**src/rtl/ushift_reg_n_if.sv**
```systemverilog
// Control and data bundle of the universal shift register; the controller
// drives it through master, the shifter sits on slave.
interface ushift_reg_n_if #(
  parameter int WIDTH = 32,
  parameter int CNT_W = 6
);
  logic [WIDTH-1:0] PData;
  logic [1:0]       S;
  logic [1:0]       M;
  logic             SR;
  logic             SL;
  logic             start;
  logic [CNT_W-1:0] amount;
  logic [WIDTH-1:0] Q;
  logic             ser_out;
  logic             busy;
  logic             done;

  modport master (
    output PData, S, M, SR, SL, start, amount,
    input  Q, ser_out, busy, done
  );

  modport slave (
    input  PData, S, M, SR, SL, start, amount,
    output Q, ser_out, busy, done
  );
endinterface

```
**src/rtl/ushift_reg_n.sv**
```systemverilog
// Universal shift register with fill modes and a counted multi-step shift engine.
// Direct ops take effect on the sampling edge; a counted shift of N runs N+1 cycles.
module ushift_reg_n #(
  parameter int WIDTH = 32,
  parameter int CNT_W = 6
) (
  input  logic           clk,
  input  logic           clear,
  ushift_reg_n_if.slave  bus
);

  typedef enum logic {IDLE, SHIFT} state_t;

  state_t           state, state_nxt;
  logic [WIDTH-1:0] q, q_nxt;
  logic             so, so_nxt;
  logic             done_q, done_nxt;
  logic [CNT_W-1:0] cnt, cnt_nxt;
  logic [1:0]       dir, dir_nxt;
  logic [1:0]       mode, mode_nxt;
  logic             sr_l, sr_l_nxt;
  logic             sl_l, sl_l_nxt;
  logic [WIDTH:0]   stp;

  // One single-bit shift; returns {bit shifted out, new register value}.
  function automatic logic [WIDTH:0] step(
    input logic [WIDTH-1:0] v,
    input logic [1:0]       d,
    input logic [1:0]       md,
    input logic             sri,
    input logic             sli
  );
    logic fill;
    if (d == 2'b01) begin
      case (md)
        2'b00:   fill = sri;
        2'b01:   fill = v[0];
        2'b10:   fill = v[WIDTH-1];
        default: fill = 1'b0;
      endcase
      step = {v[0], fill, v[WIDTH-1:1]};
    end else begin
      case (md)
        2'b00:   fill = sli;
        2'b01:   fill = v[WIDTH-1];
        default: fill = 1'b0;
      endcase
      step = {v[WIDTH-1], v[WIDTH-2:0], fill};
    end
  endfunction

  always_comb begin
    state_nxt = state;
    q_nxt     = q;
    so_nxt    = so;
    done_nxt  = 1'b0;
    cnt_nxt   = cnt;
    dir_nxt   = dir;
    mode_nxt  = mode;
    sr_l_nxt  = sr_l;
    sl_l_nxt  = sl_l;
    stp       = '0;
    case (state)
      IDLE: begin
        if (bus.start && (bus.S == 2'b01 || bus.S == 2'b10)) begin
          if (bus.amount == '0) begin
            done_nxt = 1'b1;
          end else begin
            dir_nxt   = bus.S;
            mode_nxt  = bus.M;
            sr_l_nxt  = bus.SR;
            sl_l_nxt  = bus.SL;
            cnt_nxt   = bus.amount;
            state_nxt = SHIFT;
          end
        end else begin
          case (bus.S)
            2'b01, 2'b10: begin
              stp    = step(q, bus.S, bus.M, bus.SR, bus.SL);
              q_nxt  = stp[WIDTH-1:0];
              so_nxt = stp[WIDTH];
            end
            2'b11:   q_nxt = bus.PData;
            default: ;
          endcase
        end
      end
      SHIFT: begin
        // All bus inputs are ignored here; only the latched command matters.
        stp     = step(q, dir, mode, sr_l, sl_l);
        q_nxt   = stp[WIDTH-1:0];
        so_nxt  = stp[WIDTH];
        cnt_nxt = cnt - 1'b1;
        if (cnt == CNT_W'(1)) begin
          state_nxt = IDLE;
          done_nxt  = 1'b1;
        end
      end
      default: state_nxt = IDLE;
    endcase
  end

  always_ff @(posedge clk or negedge clear) begin
    if (!clear) begin
      state  <= IDLE;
      q      <= '0;
      so     <= 1'b0;
      done_q <= 1'b0;
      cnt    <= '0;
      dir    <= 2'b00;
      mode   <= 2'b00;
      sr_l   <= 1'b0;
      sl_l   <= 1'b0;
    end else begin
      state  <= state_nxt;
      q      <= q_nxt;
      so     <= so_nxt;
      done_q <= done_nxt;
      cnt    <= cnt_nxt;
      dir    <= dir_nxt;
      mode   <= mode_nxt;
      sr_l   <= sr_l_nxt;
      sl_l   <= sl_l_nxt;
    end
  end

  assign bus.Q       = q;
  assign bus.ser_out = so;
  assign bus.busy    = (state == SHIFT);
  assign bus.done    = done_q;

endmodule

```
**src/flat_wrapper.sv**
```systemverilog
// flat-port wrapper written by rule: the top's interface ports become plain ports
module ushift_reg_n_flat 
#(
  parameter int WIDTH = 32,
  parameter int CNT_W = 6
)
  (clk, clear, bus_PData, bus_S, bus_M, bus_SR, bus_SL, bus_start, bus_amount, bus_Q, bus_ser_out, bus_busy, bus_done);
  ushift_reg_n_if #(.WIDTH(WIDTH), .CNT_W(CNT_W)) bus_i ();
  input  logic clk;
  input  logic clear;
  input wire logic [$bits(bus_i.PData)-1:0] bus_PData;
  input wire logic [$bits(bus_i.S)-1:0] bus_S;
  input wire logic [$bits(bus_i.M)-1:0] bus_M;
  input wire logic [$bits(bus_i.SR)-1:0] bus_SR;
  input wire logic [$bits(bus_i.SL)-1:0] bus_SL;
  input wire logic [$bits(bus_i.start)-1:0] bus_start;
  input wire logic [$bits(bus_i.amount)-1:0] bus_amount;
  output wire logic [$bits(bus_i.Q)-1:0] bus_Q;
  output wire logic [$bits(bus_i.ser_out)-1:0] bus_ser_out;
  output wire logic [$bits(bus_i.busy)-1:0] bus_busy;
  output wire logic [$bits(bus_i.done)-1:0] bus_done;
  assign bus_i.PData = bus_PData;
  assign bus_i.S = bus_S;
  assign bus_i.M = bus_M;
  assign bus_i.SR = bus_SR;
  assign bus_i.SL = bus_SL;
  assign bus_i.start = bus_start;
  assign bus_i.amount = bus_amount;
  assign bus_Q = bus_i.Q;
  assign bus_ser_out = bus_i.ser_out;
  assign bus_busy = bus_i.busy;
  assign bus_done = bus_i.done;
  ushift_reg_n #(.WIDTH(WIDTH), .CNT_W(CNT_W)) u_core (.clk(clk), .clear(clear), .bus(bus_i));
endmodule
```
**config.mk**
```make
export PLATFORM = sky130hd
export DESIGN_NAME = ushift_reg_n_flat
export DESIGN_NICKNAME = d
export VERILOG_FILES = /design/src/rtl/ushift_reg_n_if.sv /design/src/rtl/ushift_reg_n.sv /design/src/flat_wrapper.sv
export SDC_FILE = /design/constraint.sdc
export NUM_CORES = 1
export LEC_CHECK = 0
export ABC_AREA = 1
export BUFFER_PORTS_ARGS = -buffer_cell sky130_fd_sc_hd__buf_2
export CORE_MARGIN = 5
export CORE_UTILIZATION = 55
export CTS_BUF_LIST = sky130_fd_sc_hd__clkbuf_4 sky130_fd_sc_hd__clkbuf_8 sky130_fd_sc_hd__clkbuf_16
export DETAILED_ROUTE_END_ITERATION = 10
export GPL_TIMING_DRIVEN = 1
export PLACE_DENSITY = 0.83
export SLEW_MARGIN = 20
export SYNTH_ARGS = -nofsm -noshare
export SYNTH_HDL_FRONTEND = slang
export SYNTH_SLANG_ARGS = --single-unit
```
**constraint.sdc**
```tcl
create_clock -name clk -period 1.24 [get_ports clk]
set_input_delay 0.062 -clock clk [delete_from_list [all_inputs] [get_ports clk]]
set_output_delay 0.062 -clock clk [all_outputs]
set_load 0.02 [all_outputs]
```
==> results_dict.tcl <==
set metrics [dict create \
    io_buffers 81 \
    dpl.hpwl_um 6980 \
    fmaxAchievable_mhz 798 \
    placed_cells 670 \
    synthCells 519 \
    drv_cap 0 \
    peakVddDrop_v 0.00157 \
    grt_overflow 0 \
    rows 29 \
    htree_levels 2 \
    synth-main-ff-cell "dfrtp_1" \
    grt_pass1_wl_um 16000 \
    core_area_um2 6280 \
    dieWidth_um 89.7 \
    ys_types 29 \
    synth_top_family_by_area "compound AO/OA/AOI/OAI gates" \
    die_area_um2 8040 \
    gp_congestion 0.842 \
    worstHoldStart "bus_SR" \
    worst_pin_slew_ns 0.321 \
    ant_nets 0 \
    synth_edf_count 0 \
    nets 665 \
    start_kind "register" \
    p_per_area_nw_per_um2 2610 \
    routed_via_density 5.87 \
    area_growth_syn_to_layout_pct 26.7 \
    antenna_found_initial 0 \
    synth_simple_gate_area_share_pct 23.4 \
    holdCritPathClass "input port to register" \
    io_pins 82 \
    cts_buffer_depth 2 \
    reg2reg_from "u_core.bus.busy" \
    grt_pass1_vias 3608 \
    layout_setup_ws_ns -0.0129 \
    syn_nets 571 \
    synthArstFlopShare_pct 100 \
    dr.pass1.iters 7 \
    path_class "register to register" \
    n_antenna_cell 0 \
    ys_warn_count 0 \
    skew_ns 0.00677 \
    critPathRequiredTime_ns 1.47 \
    die_height_um 89.7 \
    synthMuxAreaShare_pct 0 \
    hold_violations 1 \
    finalCritPeriodShare_pct 101 \
    power_mw 11.6 \
    start_util_pct 55.6 \
    instances_no_fill 691 \
    synth_compound_area_share_pct 26.8 \
    synth_seq_area_share_pct 33.7 \
    crit_arrival_ns 1.48 \
    cts_tree "done" \
    rsz0062_at_grt "true" \
    cp-end-kind "register" \
    ys_ff_latch 47 \
    ctsRootBufferMaster "clkbuf_8" \
    outcome "finished with violations" \
    vias 4058 \
    netlist_area_um2 3490 \
    worstSkewPairLatency_ns 0.30 \
    clock_sinks 47 \
    fin_hold_ws_ns -0.00438 \
    setup_viol 3 \
    drt-initial-drc-count 383 \
    cts_buffers 5 \
    finalCriticalPeriod_ns 1.25 \
    drc_errors 0 \
    violations "hold timing, setup timing" \
    slew_viol_final 0 \
    synth_xor_area_share_pct 0 \
    wirelength_um 10600 \
    path_max_fanout 10 \
    path_clk_slew_ns 0.09 \
    finalSetupTns_ns -0.0243 \
    synth.avg_cell_area_um2 6.73 \
    track_usage_pct 24.8 \
    setup.worst_path.start "u_core.bus.busy" \
    grt_start_max_net_pins 42 \
    drive_gt1_share_pct 27.7 \
    max_slew_margin_pct 78.6 \
    utilization_pct 70.5 \
    p_leak_nw 2.14 \
    routedWlPerCell_um 15.4 \
    synthAdderAreaFrac_pct 1.79 \
]
-- through the flow --
stage	hold WS [ns]	cell area (µm²)	setup slack (ns)
3_3_place_gp	-0.0260	4030	-0.0940
4_1_cts	0.00479	4160	0.00825
5_1_grt	0.00402	4430	-0.0624
2_1_floorplan	-0.234	3500	0.0202
6_report	-0.00438	4430	-0.0129
3_5_place_dp	-0.0240	4030	-0.103
-- worst max-delay path, cell delays in order, from the launching register on --
cell	delay, ns
dfrtp_2	0.46
buf_6	0.14
clkbuf_16	0.17
nor2_1	0.12
o21ai_1	0.10
a31oi_1	0.18
-- synthesized netlist by cell type, types with 4 or more instances --
cell type | n | share of area, %
nor2_1 | 104 | 11
o21ai_0 | 78 | 11
nand2_1 | 69 | 7.4
inv_1 | 52 | 5.6
dfrtp_1 | 47 | 34
a21oi_1 | 37 | 5.3
a31oi_1 | 29 | 5.2
o21ai_1 | 25 | 3.6
buf_6 | 16 | 5.2
nand3_1 | 15 | 2.1
buf_2 | 7 | 1.0
buf_4 | 6 | 1.3
ha_1 | 5 | 1.8
clkbuf_1 | 4 | 0.43
o211ai_1 | 4 | 0.86
-- flip-flops by register name (all words and copies together), names as in the netlist --
register	flops
u_core.sr_l	1
u_core.bus.Q	32
u_core.bus.ser_out	1
u_core.bus.done	1
u_core.sl_l	1
u_core.dir	2
u_core.cnt	6
u_core.bus.busy	1
u_core.mode	2
-- cell usage in the layout (no fill, tap or decap), types with 2 or more instances in the layout --
| cell | count |
|---|---|
| dfrtp_2 | 2 |
| nand3_1 | 14 |
| a31oi_1 | 29 |
| clkbuf_8 | 5 |
| a21oi_1 | 22 |
| inv_1 | 49 |
| o21ai_1 | 45 |
| nand2_2 | 2 |
| buf_2 | 81 |
| nor2_2 | 8 |
| buf_12 | 9 |
| o211ai_1 | 4 |
| nor2_1 | 97 |
| nand4_1 | 2 |
| ha_1 | 4 |
| buf_4 | 18 |
| nand2_1 | 69 |
| clkbuf_16 | 3 |
| clkbuf_4 | 2 |
| nand3_2 | 3 |
| buf_6 | 7 |
| dfrtp_1 | 45 |
| a21oi_2 | 16 |
| o21ai_0 | 58 |
| dlygate4sd3_1 | 2 |
| inv_2 | 4 |
-- layout make-up --
cell class                      count  area, µm²
Clock buffer                        7       83.8
Sequential cell                    47       1180
Multi-Input combinational cell    383       1940
Tap cell                           77       96.3
Fill cell                         512       1850
Clock inverter                      1       5.00
Inverter                           55        214
Timing Repair Buffer              121        910
-- worst paths after layout --
kind,end,slack (ns),cells past startpoint
worst min register to register,u_core.sl_l,0.49,2
max in group asynchronous,u_core.bus.busy,0.57,3
min in group asynchronous,u_core.sr_l,0.19,2
worst max register to register,u_core.bus.Q[22],-0.01,5
worst min-delay path,u_core.sr_l,-0.004,3
worst max-delay path,u_core.bus.Q[22],-0.01,5
-- power breakdown --
group / internal [mW] / leakage (nW) / switching (mW)
Sequential: 2.36 / 0.545 / 1.05
Clock: 0.441 / 0.0491 / 0.521
Combinational: 2.97 / 1.55 / 4.22
Total: 5.77 / 2.14 / 5.79
-- timing repair --
action,4_1_cts,5_1_grt
setup endpoints to repair,20,41
pin swaps,0,13
setup buffers,0,5
cloned,0,6
hold buffers,2,0
gates resized for setup,5,59
hold endpoints to repair,48,0
-- cell families after synthesis --
group | count (synthesis)
adders and majority gates | 5
AOI/OAI and AO/OA | 176
and+or+nand+nor | 200
DFF | 47
buffers and inverters | 91
-- routing by layer --
metal / part of all wire [%] / global-route usage (%) / wire length [µm] / vias to the layer above
li1: - / - / - / 1908
met1: 38 / 32.1 / 4080 / 1866
met2: 50 / 42.4 / 5280 / 246
met3: 9.7 / 3.92 / 1030 / 38
met4: 2.2 / 8.39 / 231 / 0
met5: 0 / 0 / 0 / -
Note: power is estimated with default switching activity, not from simulation.
